### config.mk
export PLATFORM = sky130hd
export DESIGN_NAME = seq_detector_param
export DESIGN_NICKNAME = d
export VERILOG_FILES = /design/src/rtl/seq_det_pkg.sv /design/src/rtl/seq_prefix_match.sv /design/src/rtl/seq_detector_param.sv
export SDC_FILE = /design/constraint.sdc
export NUM_CORES = 1
export LEC_CHECK = 0
export CORE_MARGIN = 4
export CORE_UTILIZATION = 55
export DETAILED_ROUTE_END_ITERATION = 6
export DONT_BUFFER_PORTS = 1
export MAX_ROUTING_LAYER = met4
export PLACE_DENSITY_LB_ADDON = 0.12
export SLEW_MARGIN = 20
export SYNTH_ARGS = -nofsm -noshare
export SYNTH_HDL_FRONTEND = slang
export SYNTH_SLANG_ARGS = --single-unit
### constraint.sdc
create_clock -name clk -period 2.1 [get_ports clk]
set_input_delay 0.21 -clock clk [delete_from_list [all_inputs] [get_ports clk]]
set_output_delay 0.21 -clock clk [all_outputs]
set_load 0.02 [all_outputs]
### src/rtl/seq_det_pkg.sv
// Shared definitions for the parametrised serial pattern detector:
// state-width helper, default pattern and legal pattern-length bounds.
package seq_det_pkg;

   // Legal range for the pattern length.
   localparam int PAT_W_MIN = 2;
   localparam int PAT_W_MAX = 16;

   // Reset pattern of the classic lab detector; MSB is the first bit received.
   localparam logic [3:0] DEFAULT_PATTERN = 4'b1101;

   // Width of the state output: it must represent 0..pat_w matched bits.
   function automatic int sw_of(input int pat_w);
      return $clog2(pat_w + 1);
   endfunction

endpackage : seq_det_pkg

### src/rtl/seq_prefix_match.sv
// Combinational prefix/suffix matcher. For a candidate window whose
// newest bit is cand[0], it finds the longest tail of the window that
// equals the head of the pattern (o_k), and the longest such tail that
// is strictly shorter than the pattern (o_pps), used to resume after
// an overlapping match.
module seq_prefix_match
   import seq_det_pkg::*;
#(
   parameter int PAT_W = 4,
   parameter int SW    = sw_of(PAT_W)
) (
   input  logic [PAT_W-1:0] i_cand,
   input  logic [SW-1:0]    i_valid_len,
   input  logic [PAT_W-1:0] i_pat,
   output logic [SW-1:0]    o_k,
   output logic [SW-1:0]    o_pps
);

   // One hit flag per candidate length; index 0 (empty match) always holds.
   logic [PAT_W:1] w_hit;
   logic [SW-1:0]  w_k_chain   [0:PAT_W];
   logic [SW-1:0]  w_pps_chain [0:PAT_W];

   assign w_k_chain[0]   = '0;
   assign w_pps_chain[0] = '0;

   // Each length is compared independently; longer lengths sit later in
   // the chain, so the longest hit overrides all shorter ones. Lengths
   // beyond the number of valid history bits are never allowed to hit.
   for (genvar gi = 1; gi <= PAT_W; gi++) begin : g_len
      assign w_hit[gi] = (SW'(gi) <= i_valid_len) &&
                         (i_cand[gi-1:0] == i_pat[PAT_W-1 -: gi]);

      assign w_k_chain[gi] = w_hit[gi] ? SW'(gi) : w_k_chain[gi-1];

      // The proper prefix-suffix ignores the full-length match.
      if (gi < PAT_W) begin : g_proper
         assign w_pps_chain[gi] = w_hit[gi] ? SW'(gi) : w_pps_chain[gi-1];
      end else begin : g_full
         assign w_pps_chain[gi] = w_pps_chain[gi-1];
      end
   end

   assign o_k   = w_k_chain[PAT_W];
   assign o_pps = w_pps_chain[PAT_W];

endmodule : seq_prefix_match

### src/rtl/seq_detector_param.sv
// Parametrised Mealy-style serial pattern detector with a runtime-loadable
// pattern, overlap/non-overlap modes, sample enable and a saturating match
// counter. State is the number of pattern prefix bits currently matched;
// it is recomputed each sample from a short history of accepted bits.
module seq_detector_param
   import seq_det_pkg::*;
#(
   parameter int               PAT_W   = 4,
   parameter logic [PAT_W-1:0] PATTERN = PAT_W'(DEFAULT_PATTERN),
   parameter int               CNT_W   = 8
) (
   input  logic                     clk,
   input  logic                     reset,
   input  logic                     in,
   input  logic                     en,
   input  logic                     overlap,
   input  logic                     load_pat,
   input  logic [PAT_W-1:0]         pat_in,
   input  logic                     clr_cnt,
   output logic                     out,
   output logic [sw_of(PAT_W)-1:0]  s,
   output logic [CNT_W-1:0]         match_cnt
);

   localparam int SW = sw_of(PAT_W);

   // Refuse to elaborate with a pattern length outside the supported range.
   if (PAT_W < PAT_W_MIN || PAT_W > PAT_W_MAX) begin : g_bad_pat_w
      $error("seq_detector_param: PAT_W out of range");
   end

   logic [PAT_W-1:0] r_pat;
   logic [PAT_W-2:0] r_hist;
   logic [SW-1:0]    r_fill;
   logic [SW-1:0]    r_s;
   logic             r_out;
   logic [CNT_W-1:0] r_cnt;

   logic [PAT_W-1:0] w_cand;
   logic [SW-1:0]    w_valid_len;
   logic [SW-1:0]    w_k;
   logic [SW-1:0]    w_pps;
   logic             w_match;
   logic [PAT_W-2:0] w_hist_next;
   logic [SW-1:0]    w_fill_next;
   logic             w_cnt_full;

   // Newest bit enters at the LSB; fill never exceeds PAT_W-1, so the
   // valid length fill+1 fits in SW bits.
   assign w_cand      = {r_hist, in};
   assign w_valid_len = r_fill + 1'b1;
   assign w_hist_next = w_cand[PAT_W-2:0];
   assign w_fill_next = (r_fill == SW'(PAT_W - 1)) ? r_fill : r_fill + 1'b1;
   assign w_match     = (w_k == SW'(PAT_W));
   assign w_cnt_full  = (r_cnt == {CNT_W{1'b1}});

   seq_prefix_match #(
      .PAT_W (PAT_W),
      .SW    (SW)
   ) u_match (
      .i_cand      (w_cand),
      .i_valid_len (w_valid_len),
      .i_pat       (r_pat),
      .o_k         (w_k),
      .o_pps       (w_pps)
   );

   // Detector state, registered match pulse and counter; priority is
   // reset > load_pat > en, and clr_cnt always wins over an increment.
   always_ff @(posedge clk or negedge reset) begin
      if (!reset) begin
         r_pat  <= PATTERN;
         r_hist <= '0;
         r_fill <= '0;
         r_s    <= '0;
         r_out  <= 1'b0;
         r_cnt  <= '0;
      end else begin
         if (load_pat) begin
            r_pat  <= pat_in;
            r_hist <= '0;
            r_fill <= '0;
            r_s    <= '0;
            r_out  <= 1'b0;
         end else if (en) begin
            r_out <= w_match;
            if (w_match && !overlap) begin
               // Matched bits are consumed; the next match needs PAT_W new bits.
               r_hist <= '0;
               r_fill <= '0;
               r_s    <= '0;
            end else begin
               r_hist <= w_hist_next;
               r_fill <= w_fill_next;
               r_s    <= w_match ? w_pps : w_k;
            end
         end else begin
            r_out <= 1'b0;
         end

         if (clr_cnt) begin
            r_cnt <= '0;
         end else if (!load_pat && en && w_match && !w_cnt_full) begin
            r_cnt <= r_cnt + 1'b1;
         end
      end
   end

   assign out       = r_out;
   assign s         = r_s;
   assign match_cnt = r_cnt;

endmodule : seq_detector_param
==> flow_summary.toml, run 1 <==
[setup_path]
worst_ep_arrival_time_ns = 2.40
required_ns = 2.34
critPathKind = "reg2reg"
cp-start-kind = "flop"
path_max_fanout = 7
crit_path_end_kind = "flop"

[sta]
rsz0062_at_grt = "yes"
final_hold_viol_count = 7
finalMaxSlewViolations = 0
finalCritPeriodShare_pct = 103
setup_ws_ns = -0.0614
max_freq_mhz = 463
setup_viol = 2
tightest_slew_ns = 0.992
finalSetupTns_ns = -0.0727
hold_ws_ns = -0.0601
slew_headroom_pct = 33.6
final.min_clock_period_ns = 2.16
skew_ns = 0.00337

[pwr]
p_clk_share_pct = 34.7
power_density_mw_per_mm2 = 564
p_int_mw = 0.705
vdd_drop_max_mv = 0.498
p_leak_nw = 0.644
p_comb_share_pct = 14.4
swShare_pct = 23.1
power.switching_mw = 0.212
p_seq_share_pct = 50.9

[finish]
multiInputGateArea_sq_um = 764
fin_nets = 168
layout-drive-gt1-share_pct = 29.1
fillers = 163
seq_area_sq_um = 556
diodes = 0
stdcell_count = 179
fin_util_pct = 73.5
areaGrowthSynthToFinish_pct = 28.1

[yosys]
synth_top_flop_cell = "dfrtp_1"
synth-edff-count = 0
yosys_warnings = 0
synth_async_sr_flop_share_pct = 100
avgSynthCellArea_sq_um = 9.55
synth.area.mux_share_pct = 2.66
synth_cell_types = 39
synth_adder_area_share_pct = 4.93
syn_inst = 133
yosysMostFrequentCell = "dfrtp_1"
syn_nets = 149
synth_top_area_share_pct = 37.4
synth-xor-area-share_pct = 4.14
synth_compound_area_share_pct = 16.9
yosys.area_share.simple_pct = 23.1
syn_area_sq_mm = 0.00127
ys_ff_latch = 22
synth_area_leaders = "dfrtp_1 (37%), dfstp_2 (6.2%), ha_1 (4.9%), xnor2_1 (4.1%), a21oi_1 (3.5%)"
ys_seq_area_share_pct = 43.6
synth_top_family_by_area = "simple AND/OR/NAND/NOR gates"
synth_common_cells = "dfrtp_1 (19), a21oi_1 (9), nand2_1 (9), nand3_1 (9)"
yosysTopAreaCell = "dfrtp_1"

[grt]
grt_overflow_total = 0
first_global_vias = 1030
grt_max_degree = 23
antenna_found_initial = 0
track_usage_pct = 19.5
grt_pass1_wl_mm = 4.66

[placed_design]
port_buffers = 0
hpwl_mm = 1.87
dp.cells = 166
routabilityCongestion = 0.811

[clock_network]
cts.sinks = 22
numCtsBuffers = 3
holdBufCountCts = 5
insertion_delay_ns = 0.31
cts_tree = "done"
path_clk_slew_ns = 0.11
clockRootBuffer = "clkbuf_4"
clk_path_buf_depth = 2
h-tree-depth = 1

[status]
failed_checks = "negative hold slack, negative setup slack"
status = "finished with violations"

[detailed_routing]
drc = 0
drt-pass1-iter-count = 4
routedWlPerCell_um = 16.2
met3WireLength_um = 122
ant_nets = 0
viasPerCell = 5.96
vias = 1066
wl_met2_mm = 1.39
drtIter0Drc = 21
met1_length_mm = 1.34
maxUsedRoutingLayer = "met4"
wl_mm = 2.89

[floorplanning]
start_util_pct = 57.4
pin_count = 23
die_w_um = 56.1
row_count = 17
die_h_um = 56.1
die-area_sq_mm = 0.00314
core_sq_mm = 0.00221

[run]
maxCapViolations = 0

[hold_path]
hp-class = "in2reg"
[timing repair]
item | in CTS | in global routing
cloned | 0 | 0
setup buffers | 5 | 2
gates resized for setup | 3 | 15
pin swaps | 5 | 15
endpoints found under the setup margin | 4 | 13
endpoints found under the hold margin | 37 | 7
[area by class of cell]
type	instances	area share (%)
Clock inverter	1	1.85
Timing Repair Buffer	22	11.8
Clock buffer	3	1.38
Sequential cell	22	34.2
Inverter	7	1.62
Tap cell	28	2.15
Multi-Input combinational cell	96	47.0
[power groups by stage]
| stage | logic [mW] | registers [mW] | clock network (mW) |
|---|---|---|---|
| floorplan | 0.0918 | 0.469 | 0 |
| global placement | 0.0971 | 0.472 | 0 |
| detailed placement | 0.0975 | 0.473 | 0 |
| CTS | 0.122 | 0.466 | 0.328 |
| global route | 0.146 | 0.470 | 0.348 |
| finish | 0.132 | 0.467 | 0.318 |
[stage by stage]
stage / total power, mW / instance area, sq um / setup WS [ns]
after global placement: 0.569 / 1390 / 0.0104
after detailed placement: 0.571 / 1390 / -0.0435
final: 0.917 / 1630 / -0.0614
after CTS: 0.916 / 1550 / -0.00202
after floorplan: 0.561 / 1300 / 0.0496
after global routing: 0.964 / 1630 / -0.183
[per-layer routing]
metal,vias to the layer above,track usage [%]
met5,-,-
met2,24,30.9
met4,0,7.12
met3,4,4.87
li1,517,-
met1,521,24.2
[cell families after synthesis]
family | Yosys count
multiplexers | 3
XOR/XNOR | 6
adder cells (fa/ha/maj) | 5
AO/OA/AOI/OAI | 30
flip-flops | 22
buffers and inverters | 15
AND/OR/NAND/NOR | 52
[placed cells by master, fill, tap and decap left out, types with 2 or more instances in the layout]
master,count
inv_2,2
buf_4,13
a32o_1,2
o21ai_1,6
dlygate4sd3_1,5
ha_4,3
dfstp_2,3
nor2b_1,6
or3_1,2
ha_1,2
nand3_1,9
buf_6,4
a21oi_2,2
dfrtp_1,18
xnor2_1,6
o31ai_1,4
nor2_1,5
or4_4,2
a21oi_1,7
nand4_1,3
clkbuf_4,3
nand2b_1,6
inv_1,5
mux2_2,2
nand2_1,9
[worst max-delay path, stage by stage (launching register included)]
cell and delay, ns:
dfrtp_2 0.47, ha_4 0.18, ha_4 0.25, a311oi_4 0.28, nand4_1 0.14, buf_6 0.16
or4_4 0.48, a21oi_2 0.14
[state kept, by name, summed over array words and instances (netlist names)]
signal / cells
s: 3
match_cnt: 8
r_fill: 3
r_hist: 3
out: 1
r_pat: 4
[path summary, 6_finish.rpt]
kind / slack [ns] / depth (start not counted) / startpoint / to
max: -0.06 / 7 / r_fill[0] / match_cnt[2]
min: -0.06 / 1 / clr_cnt / match_cnt[3]
max reg2reg: -0.06 / 7 / r_fill[0] / match_cnt[2]
min reg2reg: 0.56 / 2 / r_pat[2] / r_pat[2]
max in group asynchronous: 0.94 / 1 / reset / r_fill[0]
min in group asynchronous: 0.50 / 1 / reset / s[2]
Power figures use the tool's default switching activity.
==> run 2, diff against run 1 <==
--- a/config.mk
+++ b/config.mk
@@ -9,9 +9,9 @@
 export CORE_UTILIZATION = 55
 export DETAILED_ROUTE_END_ITERATION = 6
 export DONT_BUFFER_PORTS = 1
-export MAX_ROUTING_LAYER = met4
 export PLACE_DENSITY_LB_ADDON = 0.12
 export SLEW_MARGIN = 20
 export SYNTH_ARGS = -nofsm -noshare
 export SYNTH_HDL_FRONTEND = slang
 export SYNTH_SLANG_ARGS = --single-unit
+export TNS_END_PERCENT = 10
==> run 2 against run 1 <==
Effect of this change: the run still ends with negative hold slack, negative setup slack left; utilization fell by 2.3 points; hold slack worse by 0.0066 ns; cell count up 2.2%; global-route usage rose by 0.24 points; total power down 12%; clock power decreased by 39%; via count up 2.1%; highest routed layer unchanged.
==> flow_summary.toml, run 2 (synthesized netlist as in run 1, its figures left out) <==
[status]
status = "finished with violations"
failed_checks = "negative hold slack, negative setup slack"

[detailed_routing]
ant_nets = 0
drtIter0Drc = 34
vias = 1088
viasPerCell = 5.95
wl_mm = 3.01
routedWlPerCell_um = 16.5
drt-pass1-iter-count = 4
drc = 0

[sta]
setup_ws_ns = -0.0258
slew_headroom_pct = 67.9
final.min_clock_period_ns = 2.13
hold_ws_ns = -0.0667
finalSetupTns_ns = -0.0258
setup_viol = 1
rsz0062_at_grt = "yes"
tightest_slew_ns = 0.481
final_hold_viol_count = 7
finalCritPeriodShare_pct = 101
skew_ns = 0.0126
max_freq_mhz = 470
finalMaxSlewViolations = 0

[finish]
layout_commonest_cell = "dfrtp_1"
areaGrowthSynthToFinish_pct = 24.1
final_cell_mix = "dfrtp_1 (19), buf_4 (18), nand2_1 (9), nand3_1 (9)"
largest_reg_flops = 8
fin_nets = 172
fin_util_pct = 71.3
fillers = 178
diodes = 0
layout-drive-gt1-share_pct = 27.7
fin_area_sq_mm = 0.00158

[setup_path]
path_max_fanout = 8
crit_path_end_kind = "flop"
critPathKind = "reg2reg"
worst_ep_arrival_time_ns = 2.36
cp-start-kind = "flop"
r2r-start = "r_fill[0]"
required_ns = 2.34
critPathLaunch = "r_fill[0]"

[clock_network]
cts_tree = "done"
numCtsBuffers = 3
insertion_delay_ns = 0.31
path_clk_slew_ns = 0.12
h-tree-depth = 1
cts.sinks = 22
clockRootBuffer = "clkbuf_4"
clk_path_buf_depth = 2

[pwr]
vdd_drop_max_mv = 0.323
p_int_mw = 0.592
power_density_mw_per_mm2 = 510
p_clk_share_pct = 24.3
p_seq_share_pct = 57.8
swShare_pct = 26.3
p_comb_share_pct = 17.9
power.switching_mw = 0.211
p_leak_nw = 0.641

[floorplanning]
core_sq_mm = 0.00221
pin_count = 23
row_count = 17
die_w_um = 56.1
start_util_pct = 57.4
die-area_sq_mm = 0.00314
die_h_um = 56.1

[grt]
grt_max_degree = 23
antenna_found_initial = 0
grt_pass1_wl_mm = 5.01
grt_overflow_total = 0
track_usage_pct = 19.8
first_global_vias = 1153

[placed_design]
port_buffers = 0
place_area_sq_mm = 0.00141
hpwl_mm = 2.08
routabilityCongestion = 0.802
post-place-ws_ns = -0.159

[hold_path]
worstHoldStart = "clr_cnt"
hp-class = "in2reg"

[run]
maxCapViolations = 0
-- run 2: power by group through the flow --
stage,clock (mW),sequential [mW],combinational (mW)
after floorplan,0,0.469,0.0889
after detailed placement,0,0.472,0.106
after global placement,0,0.471,0.102
after global routing,0.225,0.467,0.157
final,0.195,0.464,0.144
after CTS,0.208,0.464,0.132
-- run 2: area by class of cell --
cell class | count | area [sq um] | area share (%)
Clock buffer | 4 | 26.3 | 1.67
Multi-Input combinational cell | 96 | 722 | 45.8
Sequential cell | 22 | 554 | 35.2
Timing Repair Buffer | 26 | 213 | 13.5
Inverter | 7 | 26.3 | 1.67
Tap cell | 28 | 35.0 | 2.22
-- run 2: path summary, 6_finish.rpt --
| check | slack (ns) | end | cells past startpoint |
|---|---|---|---|
| max | -0.03 | match_cnt[4] | 7 |
| min | -0.07 | match_cnt[0] | 1 |
| max reg2reg | -0.03 | match_cnt[4] | 7 |
| min reg2reg | 0.52 | r_pat[0] | 2 |
| max in group asynchronous | 1.35 | r_pat[3] | 2 |
| min in group asynchronous | 0.38 | s[1] | 2 |
-- run 2: through the flow --
step / cells / total power, mW / hold slack (ns)
floorplan: 133 / 0.558 / -0.0856
global placement: 171 / 0.573 / -0.0850
global route: 183 / 0.849 / -0.0926
finish: 183 / 0.804 / -0.0667
CTS: 180 / 0.804 / -0.0718
detailed placement: 171 / 0.578 / -0.0851
-- run 2: critical path, cell delays in order, from the launching register on --
cell and delay (ns):
dfrtp_1 0.42, ha_2 0.19, ha_4 0.23, a311oi_4 0.25, nand4_1 0.16, buf_6 0.16
or4_4 0.51, a21oi_2 0.12
-- run 2: layer usage --
metal	track usage, %	routed length [um]	share of wire, %
met1	22.4	1260	42
met2	34.9	1540	51
met3	4.18	157	5.2
met4	9.49	56	1.9
met5	0	0	0
-- run 2: repair_timing --
item	in CTS	in global routing
setup endpoints to repair	7	7
setup buffers	0	2
hold buffers	5	1
pin swaps	10	2
gates resized for setup	7	6
hold endpoints to repair	37	26
==> RTL change, RTL diff (settings of run 1) <==
Make the reset (`reset`) synchronous in one clocked block.
--- a/src/rtl/seq_detector_param.sv
+++ b/src/rtl/seq_detector_param.sv
@@ -67,7 +67,7 @@
 
    // Detector state, registered match pulse and counter; priority is
    // reset > load_pat > en, and clr_cnt always wins over an increment.
-   always_ff @(posedge clk or negedge reset) begin
+   always_ff @(posedge clk) begin
       if (!reset) begin
          r_pat  <= PATTERN;
          r_hist <= '0;
Check against the original RTL: differs if reset is asserted again (counterexample within 4 cycles, from zero or initial values and one cycle with reset low); with reset held inactive, the same outputs for 10 cycles.
==> RTL change against run 1 <==
  * Clock power is 39% lower
  * Die area is 0.41% lower
  * Sequential power is 6.9% lower
  * Routed wire length is 1.1% lower
  * Via count is 4.4% higher
  * Worst setup slack better by 0.14 ns
  * Cell area is 14% lower
  * Area after synthesis is 0.49% lower
  * Critical path depth stayed put
  * Sequential cell count stayed put
  * Total power is 23% lower
  * Fmax is 7.1% higher
  * Critical path type unchanged
  * Critical endpoint is now match_cnt[7]
  * Largest power group unchanged
==> RTL change: results (changes against run 1) <==
\begin{tabular}{lr}
\hline
Metric & Value \\
\hline
\multicolumn{2}{l}{\textbf{Run status}} \\
Outcome & finished, final reports clean \\
\multicolumn{2}{l}{\textbf{Finish}} \\
Fraction of layout cells with a size suffix above 1 & 12.3\% (-17 points) \\
Inverters excl. clock & 10 (+3) \\
Clock network area share & 1.61\% (-1.6 points) \\
Number of sequential cells in the layout & 22 (unchanged) \\
Area added between synthesis and finish & 10.4\% \\
Proportion of cell area occupied by multi-input gates & 54.9\% (+7.9 points) \\
Multi-input comb cells & 108 (+13\%) \\
Sequential cell area & 442 µm² (-20\%) \\
\multicolumn{2}{l}{\textbf{Power}} \\
VDD IR max & 368 µV (-26\%) \\
Leakage power total & 0.511 nW (-21\%) \\
Cell-internal power & 0.534 mW (-24\%) \\
Power dissipated in combinational cells & 0.0780 mW (-41\%) \\
\multicolumn{2}{l}{\textbf{Placed design}} \\
DP Wirelength & 2010 µm (+7.3\%) \\
Pre-CTS worst setup slack & 0.00403 ns (+0.0476 ns) \\
Instance area after placement & 1300 µm² (-6.4\%) \\
\multicolumn{2}{l}{\textbf{Timing}} \\
Worst Max-Slew Pin Slew & 0.468 ns (-0.524 ns) \\
\multicolumn{2}{l}{\textbf{Clock network}} \\
Number of buffers inserted for hold repair after clock tree synthesis & 2 (-3) \\
Number of post-CTS setup repair buffers & 0 (-5) \\
Post-cts gate resize count & 1 (-2) \\
\multicolumn{2}{l}{\textbf{Worst setup path}} \\
Data arrival time of the critical path & 2.26 ns (-0.14 ns) \\
Largest incremental delay on the critical path & 0.52 ns (+0.04 ns) \\
CP max-delay cell & or4\_1 \\
\multicolumn{2}{l}{\textbf{Logic synthesis}} \\
Synth async-reset ratio & 0\% (-100 points) \\
Number of unique standard cell types used by synthesis & 44 (+13\%) \\
Cell types occupying the most area after synthesis & dfxtp\_1, nand3\_1, ha\_1 \\
Most frequent cells after synthesis & dfxtp\_1, nand3\_1, a21oi\_1, inv\_1, nand2b\_1 \\
Syn nets & 163 (+9.4\%) \\
Gate Count Post-Synth & 147 (+11\%) \\
\multicolumn{2}{l}{\textbf{Route}} \\
Total length of routed met3 wires & 157 µm (+29\%) \\
M1 WL & 1240 µm (-7.6\%) \\
Total detailed-routing wirelength & 2860 µm (-1.1\%) \\
Met2 wire len & 1440 µm (+3.6\%) \\
Number of detailed-route iterations in the first pass & 6 (+2) \\
Number of vias in the routed layout & 1113 (+4.4\%) \\
Avg WL per Cell & 15.7 µm (-2.7\%) \\
\multicolumn{2}{l}{\textbf{Global routing}} \\
Vias in the first global route & 1043 (+1.3\%) \\
Total routing resource utilization after global routing & 19.1\% (-0.41 points) \\
Met3 track utilization from global routing & 4.41\% (-0.46 points) \\
Wire length of the first global-routing pass & 4710 µm (+1.0\%) \\
Met1 track demand over resource in global routing & 22.2\% (-2.0 points) \\
\multicolumn{2}{l}{\textbf{Die}} \\
Die width & 55.9 µm (-0.21\%) \\
\hline
\end{tabular}
==> RTL change: cell count changes in the layout (fill, tap and decap cells not counted), moves of 4 or more <==
cell | run 1 | this run
o21ai_1 | 6 | 2
inv_1 | 5 | 9
nand3_1 | 9 | 14
buf_4 | 13 | 7
dfxtp_1 | 0 | 21
a21oi_1 | 7 | 12
buf_6 | 4 | 0
dfrtp_1 | 18 | 0
==> RTL change: logic make-up after synthesis <==
logic type / Yosys count / synth area share, %
simple gates: 62 / 28.9
compound gates: 32 / 18.6
flops: 22 / 34.9
buf+inv: 18 / 6.93
xor+xnor: 6 / 4.16
fa+ha+maj: 5 / 4.95
mux: 2 / 1.58
==> RTL change: worst paths after layout <==
check / from / endpoint / slack (ns) / cells after the start
hold reg to reg: r_hist[2] / r_hist[2] / 0.50 / 2
setup / recovery: r_fill[0] / match_cnt[7] / 0.08 / 7
setup reg to reg: r_fill[0] / match_cnt[7] / 0.08 / 7
hold / removal: reset / out / 0.01 / 1
